--- src/rtl/snake_move_ctrl_if.sv ---
// Handshake bundle between the snake movement sequencer and the rest of the game.
// master = game/collision side driving requests, slave = snake_move_ctrl.
interface snake_move_ctrl_if;
    logic        start;
    logic [3:0]  dir_req;
    logic        food_hit;
    logic        self_hit;
    logic [11:0] head_x;
    logic [11:0] head_y;
    logic        shift_en;
    logic [5:0]  body_len;
    logic        game_over;
    logic [1:0]  state;

    modport master (
        output start, dir_req, food_hit, self_hit,
        input  head_x, head_y, shift_en, body_len, game_over, state
    );

    modport slave (
        input  start, dir_req, food_hit, self_hit,
        output head_x, head_y, shift_en, body_len, game_over, state
    );
endinterface

--- src/rtl/snake_move_ctrl.sv ---
// Snake movement sequencer: move tick, direction latch, head stepping, growth and game FSM.
// Optional WALL_WRAP_EN: an off-field step wraps to the opposite edge instead of killing.
//
// state  | meaning
// IDLE   | waiting for a rising edge on start
// RUN    | game active, head steps on every move tick
// DEAD   | head/len/dir frozen until start rises again
module snake_move_ctrl #(
    parameter int TICK_DIV = 2500000,
    parameter int STEP     = 10,
    parameter int X_MIN    = 0,
    parameter int X_MAX    = 630,
    parameter int Y_MIN    = 0,
    parameter int Y_MAX    = 470,
    parameter int HEAD_X0  = 320,
    parameter int HEAD_Y0  = 205,
    parameter int INIT_LEN = 3,
    parameter int MAX_LEN  = 63
) (
    input  logic              CLK_50,
    input  logic              reset,
    snake_move_ctrl_if.slave  bus
);

    typedef enum logic [1:0] {
        S_IDLE = 2'b00,
        S_RUN  = 2'b01,
        S_DEAD = 2'b10
    } state_t;

    localparam logic [3:0] D_UP    = 4'b1000;
    localparam logic [3:0] D_DOWN  = 4'b0100;
    localparam logic [3:0] D_LEFT  = 4'b0010;
    localparam logic [3:0] D_RIGHT = 4'b0001;

    localparam int             CW      = $clog2(TICK_DIV);
    localparam logic [CW-1:0]  TC      = CW'(TICK_DIV - 1);
    localparam logic [12:0]    STEP13  = 13'(STEP);
    localparam logic [12:0]    XMIN13  = 13'(X_MIN);
    localparam logic [12:0]    XMAX13  = 13'(X_MAX);
    localparam logic [12:0]    YMIN13  = 13'(Y_MIN);
    localparam logic [12:0]    YMAX13  = 13'(Y_MAX);

    state_t        state_q, state_d;
    logic          start_q;
    logic [CW-1:0] tick_cnt_q, tick_cnt_d;
    logic [3:0]    dir_q, dir_d;
    logic [3:0]    pend_q, pend_d;
    logic [11:0]   head_x_q, head_x_d;
    logic [11:0]   head_y_q, head_y_d;
    logic [5:0]    len_q, len_d;
    logic          grow_q, grow_d;
    logic          shift_q, shift_d;

    logic          start_rise;
    logic          tick;
    logic          dir_ok;
    logic          off_field;
    logic          wall_kill;
    logic [12:0]   hx13, hy13, nx13, ny13;

    assign start_rise = bus.start & ~start_q;
    assign tick       = (tick_cnt_q == TC);
    assign dir_ok     = $onehot(bus.dir_req) &&
                        (bus.dir_req != {dir_q[2], dir_q[3], dir_q[0], dir_q[1]});
    assign hx13       = {1'b0, head_x_q};
    assign hy13       = {1'b0, head_y_q};

    // Candidate next head along the pending direction; off-field steps get the wrap target.
    always_comb begin
        nx13      = hx13;
        ny13      = hy13;
        off_field = 1'b0;
        unique case (pend_q)
            D_UP: begin
                if (hy13 < YMIN13 + STEP13) begin
                    off_field = 1'b1;
                    ny13      = YMAX13;
                end else begin
                    ny13 = hy13 - STEP13;
                end
            end
            D_DOWN: begin
                if (hy13 + STEP13 > YMAX13) begin
                    off_field = 1'b1;
                    ny13      = YMIN13;
                end else begin
                    ny13 = hy13 + STEP13;
                end
            end
            D_LEFT: begin
                if (hx13 < XMIN13 + STEP13) begin
                    off_field = 1'b1;
                    nx13      = XMAX13;
                end else begin
                    nx13 = hx13 - STEP13;
                end
            end
            default: begin
                if (hx13 + STEP13 > XMAX13) begin
                    off_field = 1'b1;
                    nx13      = XMIN13;
                end else begin
                    nx13 = hx13 + STEP13;
                end
            end
        endcase
    end

`ifdef WALL_WRAP_EN
    assign wall_kill = 1'b0;
`else
    assign wall_kill = off_field;
`endif

    always_comb begin
        state_d    = state_q;
        tick_cnt_d = tick_cnt_q;
        dir_d      = dir_q;
        pend_d     = pend_q;
        head_x_d   = head_x_q;
        head_y_d   = head_y_q;
        len_d      = len_q;
        grow_d     = grow_q;
        shift_d    = 1'b0;
        unique case (state_q)
            S_IDLE: begin
                tick_cnt_d = '0;
                if (start_rise) state_d = S_RUN;
            end
            S_RUN: begin
                // Exits take priority over the tick: no move, no shift, no growth.
                if (!bus.start) begin
                    state_d    = S_IDLE;
                    tick_cnt_d = '0;
                end else if (bus.self_hit || (tick && wall_kill)) begin
                    state_d    = S_DEAD;
                    tick_cnt_d = '0;
                end else begin
                    tick_cnt_d = tick ? '0 : tick_cnt_q + 1'b1;
                    if (dir_ok) pend_d = bus.dir_req;
                    grow_d = grow_q | bus.food_hit;
                    if (tick) begin
                        dir_d    = pend_q;
                        head_x_d = nx13[11:0];
                        head_y_d = ny13[11:0];
                        shift_d  = 1'b1;
                        grow_d   = bus.food_hit;
                        if (grow_q && (len_q < 6'(MAX_LEN))) len_d = len_q + 6'd1;
                    end
                end
            end
            S_DEAD: begin
                tick_cnt_d = '0;
                if (start_rise) begin
                    state_d  = S_RUN;
                    dir_d    = D_RIGHT;
                    pend_d   = D_RIGHT;
                    head_x_d = 12'(HEAD_X0);
                    head_y_d = 12'(HEAD_Y0);
                    len_d    = 6'(INIT_LEN);
                    grow_d   = 1'b0;
                end
            end
            default: begin
                state_d    = S_IDLE;
                tick_cnt_d = '0;
            end
        endcase
    end

    always_ff @(posedge CLK_50) begin
        if (reset) begin
            state_q    <= S_IDLE;
            start_q    <= 1'b0;
            tick_cnt_q <= '0;
            dir_q      <= D_RIGHT;
            pend_q     <= D_RIGHT;
            head_x_q   <= 12'(HEAD_X0);
            head_y_q   <= 12'(HEAD_Y0);
            len_q      <= 6'(INIT_LEN);
            grow_q     <= 1'b0;
            shift_q    <= 1'b0;
        end else begin
            state_q    <= state_d;
            start_q    <= bus.start;
            tick_cnt_q <= tick_cnt_d;
            dir_q      <= dir_d;
            pend_q     <= pend_d;
            head_x_q   <= head_x_d;
            head_y_q   <= head_y_d;
            len_q      <= len_d;
            grow_q     <= grow_d;
            shift_q    <= shift_d;
        end
    end

    assign bus.head_x    = head_x_q;
    assign bus.head_y    = head_y_q;
    assign bus.shift_en  = shift_q;
    assign bus.body_len  = len_q;
    assign bus.game_over = (state_q == S_DEAD);
    assign bus.state     = state_q;

endmodule

--- src/flat_wrapper.sv ---
// flat-port wrapper written by rule: the top's interface ports become plain ports
module snake_move_ctrl_flat 
#(
    parameter int TICK_DIV = 2500000,
    parameter int STEP     = 10,
    parameter int X_MIN    = 0,
    parameter int X_MAX    = 630,
    parameter int Y_MIN    = 0,
    parameter int Y_MAX    = 470,
    parameter int HEAD_X0  = 320,
    parameter int HEAD_Y0  = 205,
    parameter int INIT_LEN = 3,
    parameter int MAX_LEN  = 63
)
  (CLK_50, reset, bus_start, bus_dir_req, bus_food_hit, bus_self_hit, bus_head_x, bus_head_y, bus_shift_en, bus_body_len, bus_game_over, bus_state);
  snake_move_ctrl_if bus_i ();
  input  logic CLK_50;
  input  logic reset;
  input wire logic [$bits(bus_i.start)-1:0] bus_start;
  input wire logic [$bits(bus_i.dir_req)-1:0] bus_dir_req;
  input wire logic [$bits(bus_i.food_hit)-1:0] bus_food_hit;
  input wire logic [$bits(bus_i.self_hit)-1:0] bus_self_hit;
  output wire logic [$bits(bus_i.head_x)-1:0] bus_head_x;
  output wire logic [$bits(bus_i.head_y)-1:0] bus_head_y;
  output wire logic [$bits(bus_i.shift_en)-1:0] bus_shift_en;
  output wire logic [$bits(bus_i.body_len)-1:0] bus_body_len;
  output wire logic [$bits(bus_i.game_over)-1:0] bus_game_over;
  output wire logic [$bits(bus_i.state)-1:0] bus_state;
  assign bus_i.start = bus_start;
  assign bus_i.dir_req = bus_dir_req;
  assign bus_i.food_hit = bus_food_hit;
  assign bus_i.self_hit = bus_self_hit;
  assign bus_head_x = bus_i.head_x;
  assign bus_head_y = bus_i.head_y;
  assign bus_shift_en = bus_i.shift_en;
  assign bus_body_len = bus_i.body_len;
  assign bus_game_over = bus_i.game_over;
  assign bus_state = bus_i.state;
  snake_move_ctrl #(.TICK_DIV(TICK_DIV), .STEP(STEP), .X_MIN(X_MIN), .X_MAX(X_MAX), .Y_MIN(Y_MIN), .Y_MAX(Y_MAX), .HEAD_X0(HEAD_X0), .HEAD_Y0(HEAD_Y0), .INIT_LEN(INIT_LEN), .MAX_LEN(MAX_LEN)) u_core (.CLK_50(CLK_50), .reset(reset), .bus(bus_i));
endmodule
--- config.mk ---
export PLATFORM = sky130hd
export DESIGN_NAME = snake_move_ctrl_flat
export DESIGN_NICKNAME = d
export VERILOG_FILES = /design/src/rtl/snake_move_ctrl_if.sv /design/src/rtl/snake_move_ctrl.sv /design/src/flat_wrapper.sv
export SDC_FILE = /design/constraint.sdc
export NUM_CORES = 1
export LEC_CHECK = 0
export ABC_AREA = 1
export ABC_CLOCK_PERIOD_IN_PS = 5950
export BUFFER_PORTS_ARGS = -buffer_cell sky130_fd_sc_hd__clkbuf_2
export CAP_MARGIN = 20
export CORE_ASPECT_RATIO = 1.4
export CORE_MARGIN = 3
export CORE_UTILIZATION = 30
export CTS_CLUSTER_DIAMETER = 30
export DETAILED_ROUTE_END_ITERATION = 6
export GPL_TIMING_DRIVEN = 1
export REMOVE_ABC_BUFFERS = 1
export SYNTH_ARGS = -nofsm -noshare
export SYNTH_HDL_FRONTEND = slang
export SYNTH_SLANG_ARGS = --single-unit
--- constraint.sdc ---
create_clock -name CLK_50 -period 5.95 [get_ports CLK_50]
set_input_delay 0.595 -clock CLK_50 [delete_from_list [all_inputs] [get_ports CLK_50]]
set_output_delay 0.595 -clock CLK_50 [all_outputs]
set_load 0.03 [all_outputs]
==> results of run 1 <==
[cell families (layout without fill, tap and decap cells)]
group / Yosys count / in the layout / share of synthesized area
AOI/OAI and AO/OA: 68 / 68 / 0.08981
xor gates and xnor gates: 26 / 26 / 0.05359
DFF: 64 / 64 / 0.3015
buffers and inverters: 102 / 138 / 0.1013
and+or+nand+nor: 402 / 402 / 0.4158
other: 1 / 1 / 0.0008825
adders and majority gates: 12 / 12 / 0.03710
[where the power goes]
group / internal, mW / leakage (nW) / switching [mW]
Sequential: 0.448 / 0.520 / 0.0290
Clock: 0.324 / 0.143 / 0.196
Combinational: 0.0755 / 1.60 / 0.159
[final cells by class]
type	count	area, sq um	area share
multi-input combinational	509	2537	0.5223
sequential	64	1281	0.2637
tap	182	227.7	0.04687
inverter	77	289.0	0.05949
timing repair buffer	45	232.7	0.04790
clock buffer	11	232.7	0.04790
clock inverter	5	57.56	0.01185
[cells in the mapped netlist]
library cell and count:
nor2_2 1, a31oi_2 1, dfxtp_1 64, nand3b_1 1, inv_1 74, nand3_1 78, nand2_1 150, xor2_1 23
conb_1 1, a31oi_1 2, buf_2 8, ha_1 11, nor3_1 26, xnor2_1 3, o211ai_1 3, a41oi_1 1
a21boi_0 1, nand3_2 2, nand2_2 5, or2_2 2, o21ai_1 3, a21oi_1 24, nor3b_1 5, o31ai_1 1
buf_1 1, nor2_4 1, nand2_4 1, nor3_2 1, a211oi_1 6, buf_4 6, nor4_2 1, o21ai_0 26
buf_6 2, clkbuf_1 8, inv_2 3, nor2_1 111, fa_1 1, nand4_1 15, nor4_1 2
[per-layer routing]
metal / up-vias / wire length, um
met5: - / 0
met1: 1892 / 4734
met2: 75 / 5548
met4: 0 / 250
li1: 2255 / -
met3: 23 / 396
[metrics by stage]
step | hold WS (ns) | util
6_report | 0.4535 | 0.3562
4_1_cts | 0.4565 | 0.3559
2_1_floorplan | 0.4176 | -
5_1_grt | 0.4784 | 0.3562
3_3_place_gp | 0.4338 | 0.3346
3_5_place_dp | 0.4429 | 0.3346
[state kept, by name, summed over array words and instances (netlist names)]
name	flops
u_core.bus.body_len	6
u_core.bus.head_y	12
u_core.dir_q	4
u_core.start_q	1
u_core.pend_q	4
u_core.tick_cnt_q	22
u_core.bus.state	2
u_core.bus.shift_en	1
u_core.grow_q	1
u_core.bus.head_x	11
[worst paths after layout]
kind,from,end
worst max-delay path,u_core.bus.head_y[2]$_SDFFE_PP1P_,u_core.bus.head_y[10]$_SDFFE_PP0P_
worst min register to register,u_core.tick_cnt_q[0]$_SDFF_PP0_,u_core.tick_cnt_q[0]$_SDFF_PP0_
worst max register to register,u_core.bus.head_y[2]$_SDFFE_PP1P_,u_core.bus.head_y[10]$_SDFFE_PP0P_
worst min-delay path,u_core.tick_cnt_q[0]$_SDFF_PP0_,u_core.tick_cnt_q[0]$_SDFF_PP0_
==> impl_metrics.toml, run 1 <==
[run_status]
status = "completed"

[yosys]
ys_types = 39
synth_area_sq_um = 4249
yosysTopAreaCellShare = 0.3015
ys_warn_count = 0
synth.area.top_cells = "dfxtp_1, nand2_1, nor2_1"
syn_area_per_cell_sq_um = 6.295
synthCells = 675
yosysSeqAreaShare = 0.3015
yosysTopAreaCell = "dfxtp_1"
ys_seq_elements = 64

[worst_setup_path]
path_delay_family = "simple AND/OR/NAND/NOR gates"
crit_path_cell_trace = "ha_1 > nor2_2 > nor2_4 > nand3_1 > nand2_1 > nand2_1 > nor2_1 > nand3_2 > nand2_2 > nand2_1 > nand3_2 > nand2_4 > nand2_2 > nand2_1 > nor2_1 > nor2_1"
critical_path.slowest_cell = "nand2_2"
crit_path_start_kind = "flip-flop"
r2r_cells = 16
crit_buf_inv = 0
crit_path_end_kind = "flip-flop"
worst_path_largest_cell_delay_ns = 0.52
cp_max_fo = 38
crit_top_cell = "nand2_1"
required_ns = 6.18
ff2ff_setup_slack_ns = 2.82
cp.depth = 16
crit_type = "reg -> reg"
arrival_ns = 3.36

[placement]
pre_cts_slack_ns = 2.819
placed_area_sq_um = 4563
io_buffers = 41
numPlacedInstances = 876
gp_routability_congestion = 0.8368
hpwl_um = 8155

[detailed_routing]
post_drt_wl_per_cell_um = 12.24
drt-initial-drc-count = 157
vias_per_cell = 4.754
drcViolationCount = 0
wl_um = 10930
ant_nets = 0
vias = 4245
dr.pass1.iters = 5

[clock_tree]
ctsResizeCount = 0
cts_buffer_depth = 2
cts_hold_buf = 0
clock-root-buffer = "clkbuf_16"
clk_pin_slew_worst_paths_ns = 0.06
insertion_delay_ns = 0.33
cts.sinks = 64
cts_setup_buffers = 0
cts_buffers = 9
cts_tree = "yes"
ctsHtreeMaxLevel = 3

[floorplan]
dieArea_sq_um = 15650
rows = 50
ioPinCount = 43
die_w_um = 106.6
core_sq_um = 13640
die_h_um = 146.8
initial_core_util = 0.3116

[cells_and_area]
final_cells = 893
final_area_sq_um = 4858
syn2layout_area_growth_pct = 14.34
finalNetCount = 727
diodes = 0
n_fill_cell = 1552
final_common_cell = "nand2_1"
final_cell_mix = "nand2_1, nor2_1, nand3_1"
final_layout_size_suffix_gt1_frac = 0.1083

[power_and_ir_drop]
power.density_nw_per_um2 = 253.6
ir_drop_mv = 0.1228
p_leak_nw = 2.264
power_mw = 1.232

[flow_run]
drv_cap = 0

[sta]
slew_violations = 0
post-route-period-util = 0.5255
worst_slack_ns = 2.823
fin_tns_setup_ns = 0
slew_headroom = 0.4944
fin_crit_ns = 3.127
max_freq_mhz = 319.8
finalHoldViolCount = 0
finClkSkew_ns = 0.006442
worstMarginPinSlew_ns = 0.7576
rsz0062_at_grt = "false"
setup_violations = 0

[global_routing]
grt_antenna_before_repair = 0
use_met2 = 0.2538
grtUsageMet3 = 0.03033
grt_max_degree = 39
grt_pass1_vias = 3969
grt_pass1_wl_um = 18350
busiest_layer = "met2"
met1_usage = 0.1651
grt-ovfl-total = 0
grt_use_total = 0.1438

[worst_hold_path]
hold_path.class = "reg -> reg"
whs_path_depth = 1
Note: power is estimated with default switching activity, not from simulation.
==> run 2, diff against run 1 <==
--- a/config.mk
+++ b/config.mk
@@ -6,7 +6,7 @@
 export NUM_CORES = 1
 export LEC_CHECK = 0
 export ABC_AREA = 1
-export ABC_CLOCK_PERIOD_IN_PS = 5950
+export ABC_CLOCK_PERIOD_IN_PS = 2900
 export BUFFER_PORTS_ARGS = -buffer_cell sky130_fd_sc_hd__clkbuf_2
 export CAP_MARGIN = 20
 export CORE_ASPECT_RATIO = 1.4
==> constraint.sdc (replaced) <==
create_clock -name CLK_50 -period 2.9 [get_ports CLK_50]
set_input_delay 0.29 -clock CLK_50 [delete_from_list [all_inputs] [get_ports CLK_50]]
set_output_delay 0.29 -clock CLK_50 [all_outputs]
set_load 0.03 [all_outputs]
==> impl_metrics.toml, run 2 (synthesized netlist as in run 1, its figures left out) <==
[placement]
io_buffers = 41
gp_routability_congestion = 0.8550
hpwl_um = 8420

[global_routing]
grt-ovfl-total = 0
grt_antenna_before_repair = 0
grt_max_degree = 23
grt_pass1_vias = 4130
grt_use_total = 0.1459
grt_pass1_wl_um = 19040

[cells_and_area]
final_util = 0.3617
largest_reg_flops = 22
syn2layout_area_growth_pct = 16.08
largest-register = "u_core.tick_cnt_q"
final_common_cell = "nand2_1"
n_fill_cell = 1555
final_cell_mix = "nand2_1, nor2_1, nand3_1"
diodes = 0
final_layout_size_suffix_gt1_frac = 0.1248
finalNetCount = 737

[clock_tree]
cts_hold_buf = 0
ctsHtreeMaxLevel = 3
clk_pin_slew_worst_paths_ns = 0.06
cts_tree = "yes"
cts_setup_buffers = 0
cts_buffer_depth = 2
cts.sinks = 64
ctsResizeCount = 0
cts_buffers = 9
clock-root-buffer = "clkbuf_16"
insertion_delay_ns = 0.34

[detailed_routing]
drcViolationCount = 0
post_drt_wl_per_cell_um = 12.20
ant_nets = 0
vias_per_cell = 4.760
drt-initial-drc-count = 184
dr.pass1.iters = 5
wl_um = 11020
vias = 4298

[sta]
finClkSkew_ns = 0.009849
fin_crit_ns = 2.578
setup_violations = 0
fin_tns_setup_ns = 0
post-route-period-util = 0.8889
slew_violations = 0
max_freq_mhz = 387.9
rsz0062_at_grt = "false"
finalHoldViolCount = 0

[worst_setup_path]
timing.rr.end = "u_core.bus.head_x[5]$_SDFFE_PP0P_"
arrival_ns = 2.80
cp_max_fo = 20
crit_path_end_kind = "flip-flop"
r2r_cells = 16
crit_path_start_kind = "flip-flop"
crit_type = "reg -> reg"
r2r-start = "u_core.bus.head_x[1]$_SDFFE_PP0P_"
required_ns = 3.12
ff2ff_setup_slack_ns = 0.32

[floorplan]
die_h_um = 146.8
dieArea_sq_um = 15650
die_w_um = 106.6
rows = 50
ioPinCount = 43
initial_core_util = 0.3116
core_sq_um = 13640

[flow_run]
drv_cap = 0

[worst_hold_path]
whs_path_depth = 2
holdPathEnd = "u_core.pend_q[2]$_SDFFE_PP0P_"
hold_path.class = "in -> reg"
min_from = "reset"

[power_and_ir_drop]
p_leak_nw = 2.302
ir_drop_mv = 0.3517
power.density_nw_per_um2 = 508.4

[run_status]
status = "completed"
-- run 2: how the worst max path moves through the flow --
stage / endpoint / depth (start not counted) / slack [ns] / startpoint
detailed placement: u_core.bus.head_y[8]$_SDFFE_PP0P_ / 18 / 0.23 / u_core.bus.head_y[1]$_SDFFE_PP0P_
finish: u_core.bus.head_x[5]$_SDFFE_PP0P_ / 16 / 0.32 / u_core.bus.head_x[1]$_SDFFE_PP0P_
floorplan: u_core.bus.head_y[6]$_SDFFE_PP1P_ / 16 / 0.12 / u_core.bus.head_y[2]$_SDFFE_PP1P_
CTS: u_core.bus.head_y[8]$_SDFFE_PP0P_ / 18 / 0.22 / u_core.bus.head_y[1]$_SDFFE_PP0P_
global route: u_core.bus.head_x[5]$_SDFFE_PP0P_ / 18 / 0.06 / u_core.bus.head_y[1]$_SDFFE_PP0P_
global placement: u_core.bus.head_y[10]$_SDFFE_PP0P_ / 18 / 0.33 / u_core.bus.head_y[1]$_SDFFE_PP0P_
-- run 2: through the flow --
| step | power (mW) | hold slack (ns) | setup slack [ns] | area, sq um | cells |
|---|---|---|---|---|---|
| floorplan | 1.345 | 0.3591 | 0.1193 | 4108 | 650 |
| global placement | 1.496 | 0.4320 | 0.3286 | 4646 | 887 |
| detailed placement | 1.495 | 0.4433 | 0.2327 | 4646 | 887 |
| CTS | 2.531 | 0.2414 | 0.2190 | 4930 | 903 |
| global route | 2.644 | 0.2653 | 0.06466 | 4932 | 903 |
| finish | 2.508 | 0.2468 | 0.3221 | 4932 | 903 |
-- run 2: power by group --
group / leakage (nW) / switching [mW] / internal, mW
clock network: 0.131 / 0.431 / 0.603
registers: 0.520 / 0.0561 / 0.920
logic: 1.65 / 0.334 / 0.165
-- run 2: metal layers --
| metal | vias to the layer above | GRT usage | wire length (um) |
|---|---|---|---|
| met5 | - | 0 | 0 |
| met4 | 0 | 0.05758 | 240 |
| met3 | 21 | 0.02857 | 358 |
| met2 | 69 | 0.2557 | 5577 |
| met1 | 1950 | 0.1733 | 4840 |
| li1 | 2258 | - | - |
-- run 2: critical path, cell delays in order (launching register included) --
cell and delay (ns):
dfxtp_1 0.42, inv_1 0.11, ha_1 0.33, a21boi_0 0.19
nor2_1 0.06, nor2_1 0.11, nand3_1 0.08, nand3_1 0.09
nand2_1 0.07, nand3_1 0.09, nand3_2 0.11, nand2_4 0.11
nand2_2 0.15, nand2_2 0.32, nand2_1 0.09, nand2_1 0.07
nor2_1 0.04
-- run 2: final cells by class --
type | count | area [sq um] | share of cell area
clock buffers | 10 | 239.0 | 0.04845
inverters | 77 | 289.0 | 0.05860
clock inverters | 6 | 45.04 | 0.009132
flip-flops and latches | 64 | 1281 | 0.2598
well taps | 182 | 227.7 | 0.04617
repair buffers | 55 | 310.3 | 0.06291
multi-input cells | 509 | 2540 | 0.5150
